`src/rtl/rif_arbiter_if.sv`:
```
// Requester and register-file signal bundle for rif_arbiter.
// slave = arbiter side; master = requesters plus register file.
interface rif_arbiter_if #(
  parameter int unsigned NUM_REQ    = 2,
  parameter int unsigned ADDR_WIDTH = 12,
  parameter int unsigned DATA_WIDTH = 32
);
  localparam int unsigned BYTE_COUNT = DATA_WIDTH / 8;

  logic [NUM_REQ-1:0]            req_valid;
  logic [NUM_REQ-1:0]            req_we;
  logic [NUM_REQ-1:0]            req_lock;
  logic [NUM_REQ*ADDR_WIDTH-1:0] req_addr;
  logic [NUM_REQ*DATA_WIDTH-1:0] req_wdata;
  logic [NUM_REQ*BYTE_COUNT-1:0] req_wstrb;
  logic [NUM_REQ-1:0]            req_ack;
  logic [DATA_WIDTH-1:0]         rsp_rdata;
  logic                          rsp_err;

  logic [ADDR_WIDTH-1:0]         rif_waddr;
  logic [DATA_WIDTH-1:0]         rif_wdata;
  logic [BYTE_COUNT-1:0]         rif_wstrb;
  logic                          rif_wr_req;
  logic                          rif_wvalid;
  logic [ADDR_WIDTH-1:0]         rif_raddr;
  logic                          rif_rd_req;
  logic                          rif_rvalid;
  logic [DATA_WIDTH-1:0]         rif_rdata;

  modport slave (
    input  req_valid, req_we, req_lock, req_addr, req_wdata, req_wstrb,
    output req_ack, rsp_rdata, rsp_err,
    output rif_waddr, rif_wdata, rif_wstrb, rif_wr_req, rif_raddr, rif_rd_req,
    input  rif_wvalid, rif_rvalid, rif_rdata
  );

  modport master (
    output req_valid, req_we, req_lock, req_addr, req_wdata, req_wstrb,
    input  req_ack, rsp_rdata, rsp_err,
    input  rif_waddr, rif_wdata, rif_wstrb, rif_wr_req, rif_raddr, rif_rd_req,
    output rif_wvalid, rif_rvalid, rif_rdata
  );
endinterface

```
`src/rtl/rif_arbiter.sv`:
```
// Round-robin arbiter sharing one RIF port between NUM_REQ requesters, one access in flight.
// Optional macro RIF_ARB_LOCK_EN enables bounded locked re-grants (req_lock, LOCK_MAX).
module rif_arbiter #(
  parameter int unsigned NUM_REQ    = 2,
  parameter int unsigned ADDR_WIDTH = 12,
  parameter int unsigned DATA_WIDTH = 32,
  parameter int unsigned LOCK_MAX   = 16
) (
  input  logic          aclk,
  input  logic          reset,
  rif_arbiter_if.slave  bus
);
  localparam int unsigned BYTE_COUNT = DATA_WIDTH / 8;
  localparam int unsigned IDX_W      = $clog2(NUM_REQ);

  typedef enum logic [1:0] {IDLE, ISSUE, RESP} state_t;

  state_t                 state, state_next;
  logic [IDX_W-1:0]       rr_ptr, gnt, win, cand;
  logic                   any_req;
  int unsigned            idx;
  logic                   we_q;
  logic [ADDR_WIDTH-1:0]  addr_q;
  logic [DATA_WIDTH-1:0]  wdata_q, rdata_q;
  logic [BYTE_COUNT-1:0]  wstrb_q;
  logic                   err_q;

  logic [ADDR_WIDTH-1:0]  addr_arr  [NUM_REQ];
  logic [DATA_WIDTH-1:0]  wdata_arr [NUM_REQ];
  logic [BYTE_COUNT-1:0]  wstrb_arr [NUM_REQ];

  for (genvar i = 0; i < NUM_REQ; i++) begin : g_unpack
    assign addr_arr[i]  = bus.req_addr[i*ADDR_WIDTH +: ADDR_WIDTH];
    assign wdata_arr[i] = bus.req_wdata[i*DATA_WIDTH +: DATA_WIDTH];
    assign wstrb_arr[i] = bus.req_wstrb[i*BYTE_COUNT +: BYTE_COUNT];
  end

`ifdef RIF_ARB_LOCK_EN
  localparam int unsigned LOCK_CW = $clog2(LOCK_MAX + 1);
  logic               lock_q, regrant, regrant_q;
  logic [LOCK_CW-1:0] lock_cnt;
`else
  logic lock_unused;
  assign lock_unused = (^bus.req_lock) ^ (LOCK_MAX == 0);
`endif

  // Rotating search from rr_ptr; a pending lock overrides it
  always_comb begin
    any_req = 1'b0;
    win     = rr_ptr;
    idx     = 0;
    cand    = '0;
    for (int unsigned i = 0; i < NUM_REQ; i++) begin
      idx = 32'(rr_ptr) + i;
      if (idx >= NUM_REQ) idx = idx - NUM_REQ;
      cand = IDX_W'(idx);
      if (!any_req && bus.req_valid[cand]) begin
        any_req = 1'b1;
        win     = cand;
      end
    end
`ifdef RIF_ARB_LOCK_EN
    regrant = 1'b0;
    if (lock_q && (lock_cnt < LOCK_CW'(LOCK_MAX)) && bus.req_valid[gnt]) begin
      regrant = 1'b1;
      any_req = 1'b1;
      win     = gnt;
    end
`endif
  end

  always_ff @(posedge aclk) begin
    if (reset) state <= IDLE;
    else       state <= state_next;
  end

  always_comb begin
    state_next = state;
    case (state)
      IDLE:    if (any_req) state_next = ISSUE;
      ISSUE:   state_next = RESP;
      RESP:    state_next = IDLE;
      default: state_next = IDLE;
    endcase
  end

  always_comb begin
    bus.req_ack    = '0;
    bus.rif_wr_req = 1'b0;
    bus.rif_rd_req = 1'b0;
    case (state)
      ISSUE: begin
        bus.rif_wr_req = we_q;
        bus.rif_rd_req = ~we_q;
      end
      RESP:    bus.req_ack[gnt] = 1'b1;
      default: ;
    endcase
  end

  always_ff @(posedge aclk) begin
    if (reset) begin
      rr_ptr  <= '0;
      gnt     <= '0;
      we_q    <= 1'b0;
      addr_q  <= '0;
      wdata_q <= '0;
      wstrb_q <= '0;
      rdata_q <= '0;
      err_q   <= 1'b0;
`ifdef RIF_ARB_LOCK_EN
      lock_q    <= 1'b0;
      regrant_q <= 1'b0;
      lock_cnt  <= '0;
`endif
    end else begin
      if (state == IDLE && any_req) begin
        gnt     <= win;
        we_q    <= bus.req_we[win];
        addr_q  <= addr_arr[win];
        wdata_q <= wdata_arr[win];
        wstrb_q <= wstrb_arr[win];
`ifdef RIF_ARB_LOCK_EN
        lock_q    <= bus.req_lock[win];
        regrant_q <= regrant;
        if (!bus.req_lock[win]) lock_cnt <= '0;
        else if (regrant)       lock_cnt <= lock_cnt + LOCK_CW'(1);
        else                    lock_cnt <= LOCK_CW'(1);
`endif
      end
      if (state == ISSUE) begin
        rdata_q <= we_q ? '0 : bus.rif_rdata;
        err_q   <= we_q ? ~bus.rif_wvalid : ~bus.rif_rvalid;
      end
      if (state == RESP) begin
`ifdef RIF_ARB_LOCK_EN
        if (!regrant_q)
`endif
          rr_ptr <= (gnt == IDX_W'(NUM_REQ - 1)) ? '0 : gnt + IDX_W'(1);
      end
    end
  end

  assign bus.rif_waddr = addr_q;
  assign bus.rif_raddr = addr_q;
  assign bus.rif_wdata = wdata_q;
  assign bus.rif_wstrb = wstrb_q;
  assign bus.rsp_rdata = rdata_q;
  assign bus.rsp_err   = err_q;

endmodule

```
`src/flat_wrapper.sv`:
```
// flat-port wrapper written by rule: the top's interface ports become plain ports
module rif_arbiter_flat 
#(
  parameter int unsigned NUM_REQ    = 2,
  parameter int unsigned ADDR_WIDTH = 12,
  parameter int unsigned DATA_WIDTH = 32,
  parameter int unsigned LOCK_MAX   = 16
)
  (aclk, reset, bus_req_valid, bus_req_we, bus_req_lock, bus_req_addr, bus_req_wdata, bus_req_wstrb, bus_req_ack, bus_rsp_rdata, bus_rsp_err, bus_rif_waddr, bus_rif_wdata, bus_rif_wstrb, bus_rif_wr_req, bus_rif_raddr, bus_rif_rd_req, bus_rif_wvalid, bus_rif_rvalid, bus_rif_rdata);
  rif_arbiter_if #(.NUM_REQ(NUM_REQ), .ADDR_WIDTH(ADDR_WIDTH), .DATA_WIDTH(DATA_WIDTH)) bus_i ();
  input  logic aclk;
  input  logic reset;
  input wire logic [$bits(bus_i.req_valid)-1:0] bus_req_valid;
  input wire logic [$bits(bus_i.req_we)-1:0] bus_req_we;
  input wire logic [$bits(bus_i.req_lock)-1:0] bus_req_lock;
  input wire logic [$bits(bus_i.req_addr)-1:0] bus_req_addr;
  input wire logic [$bits(bus_i.req_wdata)-1:0] bus_req_wdata;
  input wire logic [$bits(bus_i.req_wstrb)-1:0] bus_req_wstrb;
  output wire logic [$bits(bus_i.req_ack)-1:0] bus_req_ack;
  output wire logic [$bits(bus_i.rsp_rdata)-1:0] bus_rsp_rdata;
  output wire logic [$bits(bus_i.rsp_err)-1:0] bus_rsp_err;
  output wire logic [$bits(bus_i.rif_waddr)-1:0] bus_rif_waddr;
  output wire logic [$bits(bus_i.rif_wdata)-1:0] bus_rif_wdata;
  output wire logic [$bits(bus_i.rif_wstrb)-1:0] bus_rif_wstrb;
  output wire logic [$bits(bus_i.rif_wr_req)-1:0] bus_rif_wr_req;
  output wire logic [$bits(bus_i.rif_raddr)-1:0] bus_rif_raddr;
  output wire logic [$bits(bus_i.rif_rd_req)-1:0] bus_rif_rd_req;
  input wire logic [$bits(bus_i.rif_wvalid)-1:0] bus_rif_wvalid;
  input wire logic [$bits(bus_i.rif_rvalid)-1:0] bus_rif_rvalid;
  input wire logic [$bits(bus_i.rif_rdata)-1:0] bus_rif_rdata;
  assign bus_i.req_valid = bus_req_valid;
  assign bus_i.req_we = bus_req_we;
  assign bus_i.req_lock = bus_req_lock;
  assign bus_i.req_addr = bus_req_addr;
  assign bus_i.req_wdata = bus_req_wdata;
  assign bus_i.req_wstrb = bus_req_wstrb;
  assign bus_req_ack = bus_i.req_ack;
  assign bus_rsp_rdata = bus_i.rsp_rdata;
  assign bus_rsp_err = bus_i.rsp_err;
  assign bus_rif_waddr = bus_i.rif_waddr;
  assign bus_rif_wdata = bus_i.rif_wdata;
  assign bus_rif_wstrb = bus_i.rif_wstrb;
  assign bus_rif_wr_req = bus_i.rif_wr_req;
  assign bus_rif_raddr = bus_i.rif_raddr;
  assign bus_rif_rd_req = bus_i.rif_rd_req;
  assign bus_i.rif_wvalid = bus_rif_wvalid;
  assign bus_i.rif_rvalid = bus_rif_rvalid;
  assign bus_i.rif_rdata = bus_rif_rdata;
  rif_arbiter #(.NUM_REQ(NUM_REQ), .ADDR_WIDTH(ADDR_WIDTH), .DATA_WIDTH(DATA_WIDTH), .LOCK_MAX(LOCK_MAX)) u_core (.aclk(aclk), .reset(reset), .bus(bus_i));
endmodule
```
`config.mk`:
```
export PLATFORM = sky130hd
export DESIGN_NAME = rif_arbiter_flat
export DESIGN_NICKNAME = d
export VERILOG_FILES = /design/src/rtl/rif_arbiter_if.sv /design/src/rtl/rif_arbiter.sv /design/src/flat_wrapper.sv
export SDC_FILE = /design/constraint.sdc
export NUM_CORES = 1
export LEC_CHECK = 0
export CELL_PAD_IN_SITES_DETAIL_PLACEMENT = 0
export CELL_PAD_IN_SITES_GLOBAL_PLACEMENT = 1
export CORE_ASPECT_RATIO = 1.75
export CORE_MARGIN = 1
export CORE_UTILIZATION = 28
export CTS_BUF_LIST = sky130_fd_sc_hd__clkbuf_16
export CTS_CLUSTER_DIAMETER = 60
export DETAILED_ROUTE_END_ITERATION = 16
export PLACE_DENSITY = 0.79
export SLEW_MARGIN = 20
export SYNTH_ARGS = -nofsm -noshare
export SYNTH_HDL_FRONTEND = slang
export SYNTH_SLANG_ARGS = --single-unit
export TNS_END_PERCENT = 10
```
`constraint.sdc`:
```
create_clock -name aclk -period 1.9 [get_ports aclk]
set_input_delay 0.38 -clock aclk [delete_from_list [all_inputs] [get_ports aclk]]
set_output_delay 0.38 -clock aclk [all_outputs]
set_load 0.03 [all_outputs]
```
# ---- Word level (Yosys, flattened, before mapping)
# Index checks and enable logic that the tools add are counted.
# W data, S select, Z words.
dict set report totals {
  regBits 86
  latchBits 0
  mem_bits_rw 0
  rom_bits 0
  inputBits 138
  elab_cells 64
  n_memories 0
}
dict set report classes {
  n_addsub 4
  multipliers 0
  div 0
  order_cmp 8
  n_eq_ne 3
  n_shift 0
  n_mux 31
  bitwise_logic 4
  n_reduce_logical 5
}
# cell n
set op_table {}
lappend op_table {{$mux W32} 4}
lappend op_table {{$mux W12} 3}
lappend op_table {{$mux W1} 17}
lappend op_table {{$mux W4} 3}
lappend op_table {{$lt A1 B2 Y1 const B} 4}
lappend op_table {{$ge A2 B2 Y1 const B} 2}
lappend op_table {{$mux W2} 2}
lappend op_table {{$pmux W2 S2} 1}
lappend op_table {{$logic_and A1 B1 Y1} 3}
lappend op_table {{$not A1 Y1} 3}
lappend op_table {{$add A1 B1 Y2 const B} 1}
lappend op_table {{$eq A2 B1 Y1 const B} 1}
lappend op_table {{$eq A2 B2 Y1 const B} 1}
lappend op_table {{$ge A1 B2 Y1 const B} 1}
lappend op_table {{$logic_not A2 Y1} 1}
lappend op_table {{$ne A2 B1 Y1 const B} 1}
lappend op_table {{$not A1 Y2} 1}
lappend op_table {{$sub A1 B1 Y1 const B} 2}
lappend op_table {{$add A1 B1 Y1 const B} 1}
lappend op_table {{$demux W1 S1} 1}
lappend op_table {{$ge A1 B1 Y1 const B} 1}
lappend op_table {{$logic_not A1 Y1} 1}

# ---- Depth between registers and ports, before layout
dict set report depth {
  depth_word 12
  mapped_depth 6
  depth_no_buf 3
}

# ---- Least setup slack after synthesis
# Ideal clock, no wire load.
dict set report synth_path {
  path_kind {register -> output}
  from {register u_core.state[1]}
  to {output bus_rif_rd_req}
  arrival_ns 1.201
  path_slack_ns 0.319
  path_stages_with_launch 5
  path_buffers 2
  cell_sequence {dfxtp_1 -> nand2b_1 -> buf_2 -> clkbuf_1 -> nor2_1}
}
dict set report synth_between {
  elab_chain_cells 2
}
# element line
set synth_lines {}
lappend synth_lines {{from (decl)} rif_arbiter.sv:18} ;# state_t state, state_next;
lappend synth_lines {{from (signal assigned)} rif_arbiter.sv:74} ;# else state <= state_next;
lappend synth_lines {{$eq A2 B1 Y1} rif_arbiter.sv:91} ;# case (state)
lappend synth_lines {{$mux W1} rif_arbiter.sv:91}
lappend synth_lines {{to (decl)} flat_wrapper.sv:27} ;# output wire logic [$bits(bus_i.rif_rd_req)-1:0] bus_rif_rd_req;
# Every way passes these cells.

# ---- Worst setup path after layout
dict set report layout_path {
  from {register u_core.state[0]}
  to {output bus_req_ack[1]}
}
dict set report layout_between {
  elab_chain_cells 2
}
# element line
set layout_lines {}
lappend layout_lines {{$eq A2 B2 Y1} rif_arbiter.sv:91}
lappend layout_lines {{$mux W2} rif_arbiter.sv:91}
lappend layout_lines {{to (decl)} flat_wrapper.sv:19} ;# output wire logic [$bits(bus_i.req_ack)-1:0] bus_req_ack;
# Every way passes these cells.

==> flow_metrics.env <==
export IMPL_n_fill_cell=1446
export IMPL_placedCellCount=837
export IMPL_vdd_drop_max_v=0.000390
export IMPL_cts_clk_slew_worst_paths_ns=0.06
export IMPL_leakage_nw=2.19
export IMPL_finClkSkew_ns=0.0110
export IMPL_post_drt_wl_per_cell_um=20.4
export IMPL_yosysSeqAreaShare=0.397
export IMPL_postRouteAntennaNets=0
export IMPL_cp_max_fo=7
export IMPL_maxCapViolCount=0
export IMPL_io_pins=235
export IMPL_cts_tree="done"
export IMPL_post_route_period_util=0.971
export IMPL_fin_nets=804
export IMPL_worstPathArrival_ns=1.47
export IMPL_dp_hpwl_um=11000
export IMPL_overflow=0
export IMPL_final_hold_violation_count=0
export IMPL_place_congestion=0.750
export IMPL_final_setup_worst_slack_ns=0.0547
export IMPL_cts_sinks=86
export IMPL_die_w_um=96.1
export IMPL_critPathSlowestCell="dlygate4sd2_1"
export IMPL_startpoint_type="register"
export IMPL_final_area_um2=6870
export IMPL_synthCells=489
export IMPL_post_route_min_period_ns=1.85
export IMPL_synth_main_ff_cell="dfxtp_1"
export IMPL_ys_ff_latch=86
export IMPL_drive_above_1_share=0.0760
export IMPL_grt_util_all_layers=0.204
export IMPL_place_ws_ns=-0.0388
export IMPL_vias_per_cell=5.77
export IMPL_h_tree_depth=3
export IMPL_max_freq_mhz=542
export IMPL_start_util=0.289
export IMPL_cts_buffers=9
export IMPL_io_buffers=232
export IMPL_drc=0
export IMPL_area_delta_synth_final_pct=58.4
export IMPL_critical_path_top_delay_family="buffers and inverters"
export IMPL_status="complete, no violations"
export IMPL_final_cells=854
export IMPL_synth_async_reset_ratio=0
export IMPL_grt_pass1_vias=4788
export IMPL_syn_area_um2=4340
export IMPL_avgSynthCellArea_um2=8.87
export IMPL_setup_viol=0
export IMPL_grt_setup_unrepaired="no"
export IMPL_cp_end_kind="output pin"
export IMPL_hold_path_class="register to register"
export IMPL_clockBufferDepth=2
export IMPL_worst_pin_slew_ns=0.870
export IMPL_cts_root_buffer="clkbuf_16"
export IMPL_detailed_place_area_um2=6560
export IMPL_grt_pass1_wl_um=25400
export IMPL_routed_wirelength_um=17400
export IMPL_crit_chain="or2b_1, nor2_1, dlygate4sd2_1"
export IMPL_holdWs_ns=0.449
export IMPL_max_stage_delay_ns=0.42
export IMPL_grt_max_degree=101
export IMPL_antenna_found_initial=0
export IMPL_critPathBufInv=1
export IMPL_yosysUniqueCellTypes=26
export IMPL_first_iter_violations=340
export IMPL_slew_violations=0
export IMPL_first_pass_iters=5
export IMPL_worst_skew_pair_late_latency_ns=0.35
export IMPL_holdBufCountCts=0
export IMPL_routed_via_count=4927
export IMPL_die_h_um=167
export IMPL_required_ns=1.52
export IMPL_syn_nets=627
export IMPL_die_area_um2=16000
export IMPL_ys_warnings_count=0
export IMPL_row_count=59
export IMPL_relSlewSlack=0.420
export IMPL_antenna_cells=0
export IMPL_worstSetupPathType="register to output pin"
export IMPL_synth_edf_count=0
export IMPL_core_area_um2=15000
export IMPL_power_density_nw_per_um2=828
## path summary, 6_finish.rpt
path,startpoint,end,slack [ns],cells after the start
worst min register to register,u_core.bus.rsp_rdata[24]$_SDFFE_PP0N_,u_core.bus.rsp_rdata[24]$_SDFFE_PP0N_,0.45,2
worst min-delay path,u_core.bus.rsp_rdata[24]$_SDFFE_PP0N_,u_core.bus.rsp_rdata[24]$_SDFFE_PP0N_,0.45,2
worst max-delay path,u_core.state[0]$_SDFFE_PP0P_,bus_req_ack[1],0.05,3
worst max register to register,u_core.state[1]$_SDFFE_PP0P_,u_core.bus.rif_wdata[24]$_SDFFE_PP0P_,0.20,4
## tightest hold or removal path, cell delays in order, from the launching register on
cell     delay (ns)
dfxtp_1        0.31
nand2_1        0.05
a21oi_1        0.05
## power breakdown
group          leakage [nW]  switching (mW)  internal (mW)
Sequential            0.710           0.102           1.97
Clock                 0.144           0.784           1.02
Combinational          1.34            1.01          0.790
## cell usage after synthesis (2+ instances only)
library cell / number / share of area
buf_2: 14 / 0.016
or2_1: 2 / 0.0029
nor2_1: 6 / 0.0052
a2111oi_2: 4 / 0.014
a2111oi_1: 38 / 0.088
a21oi_1: 84 / 0.097
nand3b_1: 32 / 0.055
buf_4: 13 / 0.023
nand2_1: 34 / 0.029
buf_6: 12 / 0.031
nor4_1: 49 / 0.071
clkbuf_1: 45 / 0.039
a2111oi_0: 56 / 0.11
dfxtp_1: 86 / 0.40
inv_2: 2 / 0.0017
inv_1: 2 / 0.0017
## flip-flops by register name (all words and copies together), names as in the netlist
register and flops:
u_core.bus.rif_raddr 12, u_core.bus.rif_wdata 32, u_core.bus.rif_wstrb 4, u_core.bus.rsp_err 1
u_core.bus.rsp_rdata 32, u_core.gnt 1, u_core.rr_ptr 1, u_core.state 2
u_core.we_q 1
## through the flow
step / setup TNS (ns) / util / power (mW)
global placement: 0 / 0.438 / 3.86
CTS: -0.0101 / 0.458 / 5.70
finish: 0 / 0.458 / 5.69
detailed placement: -0.107 / 0.438 / 3.89
global route: 0 / 0.458 / 5.92
floorplan: 0 / - / 3.12
## metal layers
layer / global-route usage / share of wire / routed length (µm)
met5: 0 / 0 / 0
met4: 0.106 / 0.034 / 595
met3: 0.0384 / 0.072 / 1250
met2: 0.361 / 0.52 / 9000
met1: 0.224 / 0.38 / 6570
## logic make-up (layout without fill, tap and decap cells)
family,count (synthesis),count (layout),share of synthesized area
AO/OA/AOI/OAI,184,184,0.315
buffers and inverters,89,270,0.113
flip-flops,86,86,0.397
multiplexers,1,1,0.00231
AND/OR/NAND/NOR,129,130,0.173
## what timing repair did
item,CTS,global route
setup buffers,0,0
gates resized for setup,3,3
pin swaps,1,0
endpoints found under the setup margin,7,48
cloned,0,1
## final cells by class
class,count,area (µm²),share of cell area
clock inverter,7,72.6,0.0106
tap,183,229,0.0333
multi-input combinational,315,2140,0.312
inverter,4,15.0,0.00219
sequential,86,1720,0.251
timing repair buffer,250,2460,0.358
clock buffer,9,225,0.0328
## layout by cell type (no fill, tap or decap), drive strengths merged
cell / Yosys / routed
dlygate4sd2: 0 / 1
o21ai: 1 / 1
nor4: 49 / 49
mux2i: 1 / 1
nor3b: 1 / 1
clkinv: 0 / 3
buf: 40 / 23
nand2: 34 / 34
or2: 2 / 3
bufinv: 0 / 1
or2b: 1 / 1
and2: 1 / 1
nor3: 1 / 1
clkbuf: 45 / 9
nand3b: 32 / 32
clkinvlp: 0 / 1
a2111oi: 98 / 98
nor2: 6 / 6
inv: 4 / 6
dfxtp: 86 / 86
o211ai: 1 / 1
a21oi: 84 / 84
nand2b: 1 / 1
dlygate4sd1: 0 / 1
and2b: 1 / 1
clkdlybuf4s50: 0 / 225
Note: power is estimated with default switching activity, not from simulation.
